`src/rtl/sw_hex_display.sv`:
```
// SW_HEX demo top: mirrors the slide switches on LEDR and shows them on the
// 7-segment displays as 3 hex digits or 4 decimal digits. KEY[1] toggles the mode.
module sw_hex_display (
  input  logic       CLOCK_50,
  input  logic [3:0] KEY,
  input  logic [9:0] SW,
  output logic [6:0] HEX0,
  output logic [6:0] HEX1,
  output logic [6:0] HEX2,
  output logic [6:0] HEX3,
  output logic [6:0] HEX4,
  output logic [6:0] HEX5,
  output logic [9:0] LEDR
);

  typedef enum logic {
    MODE_HEX = 1'b0,
    MODE_DEC = 1'b1
  } mode_t;

  localparam logic [6:0] SEG_BLANK = 7'h7F;
  localparam logic [6:0] SEG_H     = 7'h09;
  localparam logic [6:0] SEG_D     = 7'h21;

  function automatic logic [6:0] seg_hex(input logic [3:0] v);
    case (v)
      4'h0:    seg_hex = 7'h40;
      4'h1:    seg_hex = 7'h79;
      4'h2:    seg_hex = 7'h24;
      4'h3:    seg_hex = 7'h30;
      4'h4:    seg_hex = 7'h19;
      4'h5:    seg_hex = 7'h12;
      4'h6:    seg_hex = 7'h02;
      4'h7:    seg_hex = 7'h78;
      4'h8:    seg_hex = 7'h00;
      4'h9:    seg_hex = 7'h10;
      4'hA:    seg_hex = 7'h08;
      4'hB:    seg_hex = 7'h03;
      4'hC:    seg_hex = 7'h46;
      4'hD:    seg_hex = 7'h21;
      4'hE:    seg_hex = 7'h06;
      default: seg_hex = 7'h0E;
    endcase
  endfunction

  logic       rst;
  logic [9:0] sw_meta;
  logic [9:0] sw_q;
  logic       key_meta;
  logic       key_sync;
  logic       key_prev;
  logic [1:0] settle;
  logic       armed;
  logic       key_rise;
  mode_t      mode_q;
  mode_t      mode_d;
  logic [15:0] bcd;
  logic       unused_keys;

  assign rst         = KEY[0];
  assign unused_keys = ^KEY[3:2];

  always_ff @(posedge CLOCK_50) begin
    if (rst) begin
      sw_meta  <= '0;
      sw_q     <= '0;
      key_meta <= 1'b0;
      key_sync <= 1'b0;
      key_prev <= 1'b0;
      settle   <= '0;
      armed    <= 1'b0;
    end else begin
      sw_meta  <= SW;
      sw_q     <= sw_meta;
      key_meta <= KEY[1];
      key_sync <= key_meta;
      key_prev <= key_sync;
      if (settle != 2'd2) begin
        settle <= settle + 2'd1;
      end
      // The synchronizer holds reset zeros for two edges; only once it has
      // refilled and shows the key released may an edge count, so a key held
      // across reset release never toggles.
      if (settle == 2'd2 && !key_sync) begin
        armed <= 1'b1;
      end
    end
  end

  assign key_rise = armed && key_sync && !key_prev;

  always_ff @(posedge CLOCK_50) begin
    if (rst) begin
      mode_q <= MODE_HEX;
    end else begin
      mode_q <= mode_d;
    end
  end

  always_comb begin
    mode_d = mode_q;
    if (key_rise) begin
      case (mode_q)
        MODE_HEX: mode_d = MODE_DEC;
        default:  mode_d = MODE_HEX;
      endcase
    end
  end

  // Double-dabble: add 3 to any BCD digit >= 5 before each shift.
  always_comb begin
    bcd = '0;
    for (int unsigned i = 0; i < 10; i++) begin
      for (int unsigned d = 0; d < 4; d++) begin
        if (bcd[d*4 +: 4] >= 4'd5) begin
          bcd[d*4 +: 4] = bcd[d*4 +: 4] + 4'd3;
        end
      end
      bcd = {bcd[14:0], sw_q[9 - i]};
    end
  end

  always_comb begin
    LEDR = sw_q;
    HEX0 = seg_hex(sw_q[3:0]);
    HEX1 = seg_hex(sw_q[7:4]);
    HEX2 = seg_hex({2'b00, sw_q[9:8]});
    HEX3 = SEG_BLANK;
    HEX4 = SEG_BLANK;
    HEX5 = SEG_H;
    if (mode_q == MODE_DEC) begin
      HEX0 = seg_hex(bcd[3:0]);
      HEX1 = seg_hex(bcd[7:4]);
      HEX2 = seg_hex(bcd[11:8]);
      HEX3 = seg_hex(bcd[15:12]);
      HEX5 = SEG_D;
    end
  end

endmodule

```
`config.mk`:
```
export PLATFORM = sky130hd
export DESIGN_NAME = sw_hex_display
export DESIGN_NICKNAME = d
export VERILOG_FILES = /design/src/rtl/sw_hex_display.sv
export SDC_FILE = /design/constraint.sdc
export NUM_CORES = 1
export LEC_CHECK = 0
export ABC_AREA = 1
export BUFFER_PORTS_ARGS = -buffer_cell sky130_fd_sc_hd__buf_2
export CORE_MARGIN = 5
export CORE_UTILIZATION = 40
export CTS_BUF_LIST = sky130_fd_sc_hd__clkbuf_8
export CTS_CLUSTER_SIZE = 25
export DETAILED_ROUTE_END_ITERATION = 7
export REMOVE_ABC_BUFFERS = 1
export SLEW_MARGIN = 20
export SYNTH_ARGS = -nofsm -noshare
export SYNTH_HDL_FRONTEND = slang
export SYNTH_SLANG_ARGS = --single-unit
```
`constraint.sdc`:
```
create_clock -name CLOCK_50 -period 9.5 [get_ports CLOCK_50]
set_clock_uncertainty 0.2 [all_clocks]
set_input_delay 1.425 -clock CLOCK_50 [delete_from_list [all_inputs] [get_ports CLOCK_50]]
set_output_delay 1.425 -clock CLOCK_50 [all_outputs]
set_load 0.01 [all_outputs]
```
=== Yosys cells after proc, flatten, opt, wreduce, memory -nomap -nowiden ===
Memory sizes are Yosys's and may differ from the RTL's. A register that Yosys moved wholly into a read port is not among the register bits.
Cells that the tools add are included.

* $add $sub $neg: 13
* Reductions and logical operators: 6
* Multiplexer cells: 21
* Order comparisons: 12
* Equality and inequality tests: 5

{| class="wikitable"
|+ Operator list
! cell !! number
|-
| 2-to-1 mux 4 bit || 14
|-
| adder 4 x 2 -> 4 bit (second input constant) || 9
|-
| greater-or-equal comparator 4 x 3 -> 1 bit (second input constant) || 9
|-
| 2-to-1 mux 7 bit || 4
|-
| case mux 7 bit (4 select lines) || 1
|-
| adder 3 x 2 -> 4 bit (second input constant) || 3
|-
| greater-or-equal comparator 3 bit (second input constant) || 3
|-
| == test 2 bit (second input constant) || 3
|-
| 2-to-1 mux 6 bit || 1
|-
| logical AND 1 bit || 3
|-
| adder 2 x 1 -> 2 bit (second input constant) || 1
|-
| == test 2 x 1 -> 1 bit (second input constant) || 1
|-
| logical NOT 1 bit || 2
|-
| logical NOT 2 bit || 1
|-
| != test 2 bit (second input constant) || 1
|-
| 2-to-1 mux 1 bit || 1
|}

* Word-level logic and storage cells: 71
* Bits in read-only memories: 672
* Register bits after elaboration: 27
* Memories: 6
* Output and inout port bits: 52

{| class="wikitable"
|+ Memories
! memory !! words !! width !! rd ports !! clocked after memory_dff !! write ports !! RTL line !! RTL
|-
| (name not given) || 16 || 7 || 1 || 1 || 0 || 26 || <nowiki>case (v)</nowiki>
|-
| (name not given) || 16 || 7 || 1 || 1 || 0 || 26 ||
|-
| (name not given) || 16 || 7 || 1 || 0 || 0 || 26 ||
|-
| (name not given) || 16 || 7 || 1 || 0 || 0 || 26 ||
|-
| (name not given) || 16 || 7 || 1 || 0 || 0 || 26 ||
|-
| (name not given) || 16 || 7 || 1 || 0 || 0 || 26 ||
|}

=== Depth between registers and ports, before layout ===
Gate-level depths: netlist (run 1).
An unclocked memory read counts as a cell.

* Word-level depth: 16
* Depth in mapped cells: 51

=== Worst setup path before layout (run 1) ===
OpenSTA, ideal clock, no wires.

* Path kind: reg2out
* Start point: reg sw_q[8] (netlist: LEDR[8])
* End point: out HEX2[1]
* Required time: 7875 ps
* Setup slack: 2637 ps
* Data arrival time: 5238 ps
* Stages on the path, launching flop included: 46
* Cells stage by stage: dfxtp_1 > inv_1 > ha_1 > nand2_1 > nand2_1 > nand2_1 > nand2_1 > ha_1 > nand2_1 > nand3_2 > nand2_1 > nand2_1 > nand2_1 > inv_1 > ha_1 > inv_1 > nor2_1 > o211ai_1 > [... 10 more ...] > nand2_1 > nand2_1 > nand3_2 > nand2_4 > xor2_4 > inv_1 > ha_1 > nand3b_4 > nand2_1 > nand2_1 > nand2_1 > inv_1 > ha_1 > inv_1 > nand2_1 > nand2_1 > nand2_1 > a21oi_1

* Word-level cells in the longest chain between the ends: 16
* Elaborated cells between the ends (all ways): 35

{| class="wikitable"
|+ Ends and longest elaborated chain
! item !! RTL line !! RTL
|-
| start: declaration || 48 || <nowiki>logic [9:0] sw_q;</nowiki>
|-
| start signal: assignment || 74 || <nowiki>sw_q <= sw_meta;</nowiki>
|-
| adder 3 x 2 -> 4 bit or greater-or-equal comparator 3 bit (tied branches) || 116, 115 ||
|-
| 2-to-1 mux 4 bit * || 115 || <nowiki>if (bcd[d*4 +: 4] >= 4'd5) begin</nowiki>
|-
| adder 4 x 2 -> 4 bit or greater-or-equal comparator 4 x 3 -> 1 bit (tied branches) || 116, 115 ||
|-
| 2-to-1 mux 4 bit || 115 ||
|-
| greater-or-equal comparator 4 x 3 -> 1 bit or adder 4 x 2 -> 4 bit (tied branches) || 115, 116 ||
|-
| 2-to-1 mux 4 bit || 115 ||
|-
| adder 4 x 2 -> 4 bit, or another cell as far along || 116 || <nowiki>bcd[d*4 +: 4] = bcd[d*4 +: 4] + 4'd3;</nowiki>
|-
| 2-to-1 mux 4 bit || 115 ||
|-
| adder 4 x 2 -> 4 bit or greater-or-equal comparator 4 x 3 -> 1 bit (tied branches) || 116, 115 ||
|-
| 2-to-1 mux 4 bit || 115 ||
|-
| adder 4 x 2 -> 4 bit or greater-or-equal comparator 4 x 3 -> 1 bit (tied branches) || 116, 115 ||
|-
| 2-to-1 mux 4 bit || 115 ||
|-
| adder 4 x 2 -> 4 bit, or another cell as far along || 116 ||
|-
| 2-to-1 mux 4 bit || 115 ||
|-
| memory (16 x 7 bit) * || - ||
|-
| 2-to-1 mux 7 bit * || 131 || <nowiki>if (mode_q == MODE_DEC) begin</nowiki>
|-
| end: declaration || 9 || <nowiki>output logic [6:0] HEX2,</nowiki>
|}

Every way passes the cells marked *; elsewhere a longest branch is shown, timed or not.

=== Worst setup path after layout (run 1) ===
Ends and elaborated chain as after synthesis.

==> flow_metrics.env, run 1 <==
export IMPL_crit_arrival_ns=6.20
export IMPL_cp_top_family="simple AND/OR/NAND/NOR gates"
export IMPL_cpMostUsedCell="nand2_1"
export IMPL_fin_crit_ns=7.83
export IMPL_antennaDiodeCount=0
export IMPL_fmax_mhz=128
export IMPL_cts_buffers_inserted=5
export IMPL_setup_viol=0
export IMPL_grt_total_usage=0.147
export IMPL_cts_tree="built"
export IMPL_nets=738
export IMPL_boundaryPins=67
export IMPL_hold_buffers=0
export IMPL_rsz0062_at_grt="false"
export IMPL_dp_hpwl_um=7030
export IMPL_relSlewSlack=0.430
export IMPL_syn_inst=640
export IMPL_yosys_register_bits=41
export IMPL_seqCellArea_um2=821
export IMPL_yosysTopAreaCell="dfxtp_1"
export IMPL_hold_path_class="reg2reg"
export IMPL_setup_tns_ns=0
export IMPL_dieWidth_um=110
export IMPL_layout_drive_gt1_share=0.196
export IMPL_post_place_ws_ns=1.93
export IMPL_synth_warning_count=0
export IMPL_finalPower_mw=0.830
export IMPL_drtPass1Iterations=4
export IMPL_rrSetupSlack_ns=6.96
export IMPL_worstSetupPathType="reg2out"
export IMPL_ant_nets=0
export IMPL_io_buffers=51
export IMPL_viasPerCell=4.61
export IMPL_cap_violations=0
export IMPL_cts_root_buffer="clkbuf_8"
export IMPL_dieArea_mm2=0.0121
export IMPL_dp_cells=809
export IMPL_clkTransAtPathRegs_ns=0.08
export IMPL_finalCritPeriodShare=0.824
export IMPL_grt_start_max_net_pins=28
export IMPL_hold_end="key_sync"
export IMPL_layout_common_cells="nand2_1, inv_1, nand3_1, buf_2, nor2_1"
export IMPL_cts_setup_buffers=0
export IMPL_hold_ws_ns=0.204
export IMPL_synth_cell_type_count=33
export IMPL_critical_path_slowest_cell="dfxtp_1"
export IMPL_reg2reg_from="mode_q"
export IMPL_pwr_density_cell_mw_per_mm2=189
export IMPL_post_synth_instance_area_mm2=0.00400
export IMPL_core_mm2=0.00977
export IMPL_leakage_nw=2.51
export IMPL_outcome="complete, no violations"
export IMPL_fill_cells=1047
export IMPL_drc=0
export IMPL_multi_input_comb_area_mm2=0.00267
export IMPL_holdPathStages=2
export IMPL_ys_seq_area_frac=0.205
export IMPL_cts_sinks=41
export IMPL_crit_buf_inv=9
export IMPL_syn2layout_area_growth_pct=10.1
export IMPL_wirelength_um=8460
export IMPL_placed_cell_area_mm2=0.00429
export IMPL_avgSynthCellArea_um2=6.24
export IMPL_via_count=3767
export IMPL_hold_viol=0
export IMPL_endpoint_kind="output pin"
export IMPL_dr_first_iter_drc_count=165
export IMPL_postLayoutCoreUtil=0.450
export IMPL_grt_pass1_vias=3460
export IMPL_final_max_slew_viol_count=0
export IMPL_clk_path_buf_depth=2
export IMPL_clock_latency_ns=0.29
export IMPL_cts_repair_resized=0
export IMPL_layout_commonest_cell="nand2_1"
export IMPL_yosysTopAreaCellShare=0.205
export IMPL_worstSetupStartpointType="flip-flop"
export IMPL_synth_area_top_cells="dfxtp_1, nand2_1, ha_1"
export IMPL_critical_path_required_ns=7.88
export IMPL_crit_path_max_fanout=6
export IMPL_grt_overflow=0
export IMPL_gp_congestion=0.900
export IMPL_initial_core_util=0.409
export IMPL_cp_num_cells=46
export IMPL_dieHeight_um=110
export IMPL_grt_pass1_wl_um=14800
export IMPL_rows=36
export IMPL_cpPeakStageDelay_ns=0.46
export IMPL_antenna_found_initial=0
export IMPL_setup_ws_ns=1.67
export IMPL_ir_drop_mv=0.0964
export IMPL_worst_r2r_path_depth=3
export IMPL_finalInstanceArea_mm2=0.00440
export IMPL_tightest_slew_ns=0.854
export IMPL_finalNonFillerCells=817
export IMPL_h_tree_depth=2
export IMPL_wl_per_cell_um=10.3
export IMPL_holdCritStartpoint="key_meta"
export IMPL_r2r_end="mode_q"
==> report_power, final <==
group          switching [mW]  total, mW  leakage, nW  internal (mW)
clock network          0.0589      0.137       0.0585         0.0786
logic                   0.334      0.499         2.11          0.165
registers             0.00786      0.193        0.339          0.185
total                   0.401      0.830         2.51          0.429
==> cell usage after synthesis <==
master / number
o21ai_4: 1
o21ai_1: 11
xor2_1: 3
nand3b_1: 2
buf_2: 1
ha_1: 40
nand3_1: 63
a31oi_1: 2
nand3b_4: 1
nor2_1: 42
a32oi_1: 2
o21ai_2: 3
buf_4: 19
nand3_2: 12
conb_1: 2
xor2_4: 1
clkbuf_1: 6
inv_2: 18
nand2_4: 5
a21oi_1: 16
nor2_2: 1
clkinv_1: 2
nand2_2: 32
a22oi_1: 1
nand4_1: 10
o211ai_1: 6
inv_1: 79
o21a_1: 2
a21oi_4: 1
o21ai_0: 14
nand2_1: 200
dfxtp_1: 41
nor3_1: 1
==> logic make-up (layout without fill, tap and decap cells) <==
group                      after synthesis  count (layout)  share of synthesized area
and+or+nand+nor                        369             369                      0.428
AOI/OAI and AO/OA                       59              59                     0.0905
adders and majority gates               40              40                      0.125
DFF                                     41              41                      0.205
other                                    2              13                    0.00188
buffers and inverters                  125             158                      0.136
xor gates and xnor gates                 4               4                     0.0135
==> worst max-delay path by stage <==
stage | from | to | slack [ns]
after detailed placement | LEDR[8] | HEX2[1] | 1.93
after floorplan | LEDR[8] | HEX2[1] | 2.63
after global placement | LEDR[8] | HEX2[1] | 2.08
after global routing | LEDR[8] | HEX2[1] | 0.97
after CTS | LEDR[8] | HEX2[1] | 1.60
final | LEDR[8] | HEX2[1] | 1.67
==> area by class of cell <==
type / count / share of cell area
Clock buffer: 5 / 0.0156
Clock inverter: 3 / 0.00995
Inverter: 99 / 0.0844
Multi-Input combinational cell: 485 / 0.608
Sequential cell: 41 / 0.187
Tap cell: 133 / 0.0378
Timing Repair Buffer: 51 / 0.0580
==> per-layer routing <==
layer	global-route usage	routed length (µm)	vias to the layer above
li1	-	-	2077
met5	0	0	-
met3	0.0182	231	12
met2	0.246	3850	52
met1	0.198	4230	1626
met4	0.0427	147	0
==> worst min-delay path, cell delays in order, from the launching register on <==
cell     delay [ns]
dfxtp_1        0.30
inv_1          0.04
nor2_1         0.03
(Power assumes the default switching activity.)
==> run 2, diff against run 1 <==
ABC_AREA = 0   (was 1)
clock period = 6.8 ns   (was 9.5 ns; I/O delays follow)
==> flow_metrics.env, run 2 <==
export IMPL_outcome="finished, violations left"
export IMPL_failed_checks="setup timing"
export IMPL_setup_ws_ns=-0.693
export IMPL_cap_violations=0
export IMPL_drc=0
export IMPL_finalPower_mw=1.57
export IMPL_boundaryPins=67
export IMPL_gp_congestion=0.959
export IMPL_postLayoutCoreUtil=0.562
export IMPL_ys_flop_type="dfxtp_1"
export IMPL_antennaDiodeCount=0
export IMPL_cp_endpoint="HEX1[3]"
export IMPL_layout_drive_gt1_share=0.393
export IMPL_h_tree_depth=2
export IMPL_critical_path_slowest_cell="or4_1"
export IMPL_clock_latency_ns=0.29
export IMPL_post_place_ws_ns=-1.01
export IMPL_async_flop_share=0
export IMPL_yosysMostFrequentCell="nor2_1"
export IMPL_dp_hpwl_um=10800
export IMPL_fin_crit_ns=7.49
export IMPL_synth_warning_count=0
export IMPL_crit_arrival_ns=6.27
export IMPL_layout_commonest_cell="buf_4"
export IMPL_seqCellArea_um2=822
export IMPL_multi_input_comb_area_mm2=0.00407
export IMPL_clk_path_buf_depth=2
export IMPL_switching_share=0.426
export IMPL_finalCritPeriodShare=1.10
export IMPL_io_buffers=51
export IMPL_grt_overflow=0
export IMPL_post_synth_instance_area_mm2=0.00486
export IMPL_dieWidth_um=120
export IMPL_setup_tns_ns=-8.09
export IMPL_grt_total_usage=0.188
export IMPL_worstSetupStartpointType="flip-flop"
export IMPL_ys_seq_area_frac=0.169
export IMPL_synth_cell_type_count=89
export IMPL_endpoint_kind="output pin"
export IMPL_antenna_found_initial=0
export IMPL_cts_sinks=41
export IMPL_tightest_slew_ns=0.889
export IMPL_cts_tree="built"
export IMPL_avgSynthCellArea_um2=7.62
export IMPL_yosysTopAreaCellShare=0.169
export IMPL_initial_core_util=0.406
export IMPL_nets=851
export IMPL_core_mm2=0.0120
export IMPL_syn2layout_area_growth_pct=38.5
export IMPL_dr_first_iter_drc_count=359
export IMPL_reg2reg_from="sw_meta[0]"
export IMPL_crit_start="LEDR[8]"
export IMPL_layout_common_cells="buf_4, nor2_1, buf_2, nand2_1, dfxtp_1"
export IMPL_crit_path_max_fanout=3
export IMPL_power_frac_seq=0.178
export IMPL_p_comb_frac=0.732
export IMPL_final_max_slew_viol_count=0
export IMPL_clkTransAtPathRegs_ns=0.07
export IMPL_grt_start_max_net_pins=38
export IMPL_synth_commonest_cells="nor2_1, nand2_1, a21oi_1"
export IMPL_yosysTopAreaCell="dfxtp_1"
export IMPL_switchingPower_mw=0.668
export IMPL_syn_inst=637
export IMPL_yosys_register_bits=41
export IMPL_fmax_mhz=133
export IMPL_drtPass1Iterations=5
export IMPL_synth_area_top_cells="dfxtp_1, ha_1, nor2_1"
export IMPL_critical_path_required_ns=5.58
export IMPL_dieArea_mm2=0.0144
export IMPL_ant_nets=0
export IMPL_rows=40
export IMPL_synth_edff_count=0
export IMPL_pwr_density_cell_mw_per_mm2=234
export IMPL_clockPowerShare=0.090
export IMPL_cp_top_family="compound AO/OA/AOI/OAI gates"
export IMPL_grt_pass1_wl_um=23200
export IMPL_via_count=5252
export IMPL_hold_viol=0
export IMPL_worstSetupPathType="reg2out"
export IMPL_fill_cells=1115
export IMPL_dieHeight_um=120
export IMPL_crit_buf_inv=5
export IMPL_rrSetupSlack_ns=5.05
export IMPL_rsz0062_at_grt="true"
export IMPL_cpPeakStageDelay_ns=0.39
export IMPL_relSlewSlack=0.407
export IMPL_power_internal_mw=0.902
export IMPL_hold_buffers=0
export IMPL_worst_r2r_path_depth=5
export IMPL_viasPerCell=5.56
export IMPL_leakage_nw=3.01
export IMPL_wl_per_cell_um=15.2
export IMPL_cts_root_buffer="clkbuf_8"
export IMPL_setup_viol=15
export IMPL_cp_num_cells=32
export IMPL_grt_pass1_vias=5008
export IMPL_wirelength_um=14400
export IMPL_hold_path_class="reg2reg"
export IMPL_cts_buffers_inserted=5
export IMPL_ir_drop_mv=0.175
-- run 2: changes by cell type after synthesis, moves of 19 or more --
cell,previous run,this run
nand2_1,200,46
nand3_1,63,13
inv_1,79,41
nand2_2,32,0
a21oi_1,16,43
nor2b_1,0,23
mux2i_1,0,21
clkbuf_1,6,25
nor2_1,42,61
-- run 2: worst min-delay path: stages (launching register included) --
cell,delay [ns]
dfxtp_1,0.31
inv_1,0.06
nor2_1,0.04
-- run 2: worst min-delay path by stage --
stage                     endpoint  cells past startpoint        from
after CTS                 key_prev                      2    key_sync
after global placement    key_sync                      1    key_meta
final                     key_prev                      2    key_sync
after detailed placement  key_prev                      2    key_sync
after global routing       LEDR[8]                      1  sw_meta[8]
after floorplan            LEDR[8]                      1  sw_meta[8]
-- run 2: power by group through the flow --
| stage | Combinational [mW] | Clock, mW | Sequential (mW) |
|---|---|---|---|
| final | 1.15 | 0.141 | 0.280 |
| after global placement | 0.896 | 0 | 0.283 |
| after floorplan | 0.528 | 0 | 0.283 |
| after detailed placement | 0.919 | 0 | 0.284 |
| after global routing | 1.25 | 0.160 | 0.283 |
| after CTS | 1.01 | 0.147 | 0.279 |
-- run 2: metrics by stage --
stage                     instances  hold WS (ns)  instance area [µm²]
after floorplan                 593         0.214                 4590
after global placement          918         0.232                 6000
after detailed placement        918         0.240                 6000
after CTS                       933         0.251                 6340
after global routing            944         0.277                 6730
final                           944         0.245                 6730
-- run 2: logic make-up (layout without fill, tap and decap cells) --
| group | Yosys count | in the layout | synth area share |
|---|---|---|---|
| buffers and inverters | 98 | 247 | 0.0956 |
| AOI/OAI and AO/OA | 197 | 197 | 0.288 |
| muxes | 41 | 41 | 0.101 |
| adders and majority gates | 41 | 41 | 0.105 |
| DFF | 41 | 41 | 0.169 |
| and+or+nand+nor | 205 | 205 | 0.213 |
| other | 2 | 13 | 0.00155 |
| xor gates and xnor gates | 12 | 12 | 0.0263 |
-- run 2: repair_timing --
action / 4_1_cts / 5_1_grt
gates cloned: 0 / 1
gates resized for setup: 60 / 63
setup endpoints to repair: 25 / 21
pin swaps: 36 / 31
setup buffers: 8 / 12
-- run 2: final cells by class --
| type | count | share of cell area |
|---|---|---|
| clock inverter | 3 | 0.00167 |
| sequential | 41 | 0.122 |
| timing repair buffer | 196 | 0.208 |
| clock buffer | 5 | 0.0102 |
| multi-input combinational | 509 | 0.606 |
| tap | 147 | 0.0273 |
| inverter | 43 | 0.0244 |
-- run 2: per-layer routing --
layer  wire (µm)  up-vias  global-route usage  part of all wire
met1        6190     2510               0.233              0.43
met3         607       21              0.0196             0.042
met2        7410      131               0.348              0.52
met4         180        0              0.0429             0.013
li1            -     2590                   -                 -
met5           0        -                   0                 0
==> run 3, diff against run 2 <==
PLACE_DENSITY = 0.63   (was unset)
==> flow_metrics.env, run 3 (same netlist as run 2, synthesis figures left out) <==
export IMPL_layout_commonest_cell="buf_4"
export IMPL_antenna_found_initial=0
export IMPL_fin_crit_ns=7.38
export IMPL_finalInstanceArea_mm2=0.00695
export IMPL_via_count=5318
export IMPL_rows=40
export IMPL_crit_arrival_ns=6.16
export IMPL_clk_path_buf_depth=2
export IMPL_layout_common_cells="buf_4, nor2_1, buf_2, dfxtp_1, nand2_1"
export IMPL_dp_hpwl_um=10500
export IMPL_cts_tree="built"
export IMPL_cts_root_buffer="clkbuf_8"
export IMPL_ir_drop_mv=0.191
export IMPL_dieWidth_um=120
export IMPL_wirelength_um=14500
export IMPL_antennaDiodeCount=0
export IMPL_grt_overflow=0
export IMPL_relSlewSlack=0.374
export IMPL_critical_path_slowest_cell="or4_1"
export IMPL_finalNonFillerCells=957
export IMPL_setup_tns_ns=-7.64
export IMPL_placed_cell_area_mm2=0.00597
export IMPL_ant_nets=0
export IMPL_clock_latency_ns=0.28
export IMPL_leakage_nw=3.09
export IMPL_hold_path_class="reg2reg"
export IMPL_hold_viol=0
export IMPL_final_max_slew_viol_count=0
export IMPL_wl_per_cell_um=15.2
export IMPL_clkTransAtPathRegs_ns=0.07
export IMPL_cts_sinks=41
export IMPL_failed_checks="setup timing"
export IMPL_grt_busiest_layer="met2"
export IMPL_rsz0062_at_grt="true"
export IMPL_h_tree_depth=2
export IMPL_crit_path_max_fanout=5
export IMPL_finalCritPeriodShare=1.09
export IMPL_globalRouteMet3Util=0.0253
export IMPL_tightest_slew_ns=0.937
export IMPL_pwr_density_cell_mw_per_mm2=241
export IMPL_critical_path_required_ns=5.58
export IMPL_io_buffers=51
export IMPL_use_met2=0.347
export IMPL_setup_viol=16
export IMPL_dp_cells=916
export IMPL_grt_total_usage=0.187
export IMPL_setup_ws_ns=-0.583
export IMPL_worstSetupPathType="reg2out"
export IMPL_outcome="finished, violations left"
export IMPL_nets=864
export IMPL_dieArea_mm2=0.0144
export IMPL_grt_start_max_net_pins=38
export IMPL_cpMostUsedCell="ha_4"
export IMPL_grt_use_met1=0.219
export IMPL_grt_pass1_wl_um=23300
export IMPL_drc=0
export IMPL_boundaryPins=67
export IMPL_layout_drive_gt1_share=0.423
export IMPL_fill_cells=1059
export IMPL_cpPeakStageDelay_ns=0.39
export IMPL_initial_core_util=0.406
export IMPL_fmax_mhz=135
export IMPL_drtPass1Iterations=5
export IMPL_endpoint_kind="output pin"
export IMPL_cap_violations=0
export IMPL_dr_first_iter_drc_count=360
export IMPL_gp_congestion=0.910
export IMPL_cts_buffers_inserted=5
export IMPL_core_mm2=0.0120
export IMPL_worstSetupStartpointType="flip-flop"
export IMPL_syn2layout_area_growth_pct=43.2
export IMPL_grt_pass1_vias=5136
export IMPL_dieHeight_um=120
export IMPL_viasPerCell=5.56
==> run 3: cell types whose count changed in the layout (fill, tap and decap cells not counted), sizes merged <==
cell,change
clkbuf,+1
bufinv,+1
inv,-2
buf,+13
==> run 3: per-layer routing <==
metal	wire length [µm]	vias up
met2	7290	152
li1	-	2631
met5	0	-
met1	6130	2493
met4	471	0
met3	628	42
==> run 3: report_power, final <==
part | internal, mW | leakage [nW] | switching [mW]
Clock | 0.118 | 0.0626 | 0.0752
Combinational | 0.613 | 2.69 | 0.585
Sequential | 0.260 | 0.340 | 0.0217
Total | 0.991 | 3.09 | 0.682
==> run 3: worst paths after layout <==
kind	from	to	slack (ns)	depth (start not counted)
min	sw_meta[9]	LEDR[9]	0.24	1
max	LEDR[8]	HEX2[3]	-0.58	34
max reg2reg	sw_meta[1]	flip-flop	5.06	5
min reg2reg	sw_meta[9]	LEDR[9]	0.24	1
==> run 3: what timing repair did <==
| item | CTS | global route |
|---|---|---|
| pin swaps | 52 | 17 |
| buffers inserted | 21 | 11 |
| hold buffers | 0 | 0 |
| setup endpoints to repair | 25 | 21 |
| gates cloned | 2 | 2 |
| resized for setup | 112 | 39 |
==> run 3: critical path: cells and delay by family (launching register included) <==
family,cells,cell delay (ns)
DFF,1,0.34
and+or+nand+nor,6,1.10
xor gates and xnor gates,4,0.62
muxes,3,0.78
AOI/OAI and AO/OA,8,1.18
buffers and inverters,7,0.79
adders and majority gates,6,1.04
==> run 3: cell type report <==
cell class              count  area, µm²  area share
repair buffers            209       1520       0.218
clock buffers               6       82.6      0.0119
well taps                 147        184      0.0264
flip-flops and latches     41        823       0.118
inverters                  43        164      0.0236
clock inverters             2       33.8     0.00486
multi-input cells         509       4150       0.597
==> run 3: metrics by stage <==
stage / worst slack (ns) / power (mW) / util / hold WS [ns]
2_1_floorplan: -1.58 / 0.810 / - / 0.214
4_1_cts: -0.552 / 1.59 / 0.560 / 0.255
3_3_place_gp: -0.924 / 1.18 / 0.499 / 0.230
6_report: -0.583 / 1.67 / 0.581 / 0.244
3_5_place_dp: -0.986 / 1.20 / 0.499 / 0.234
5_1_grt: -0.872 / 1.79 / 0.581 / 0.276
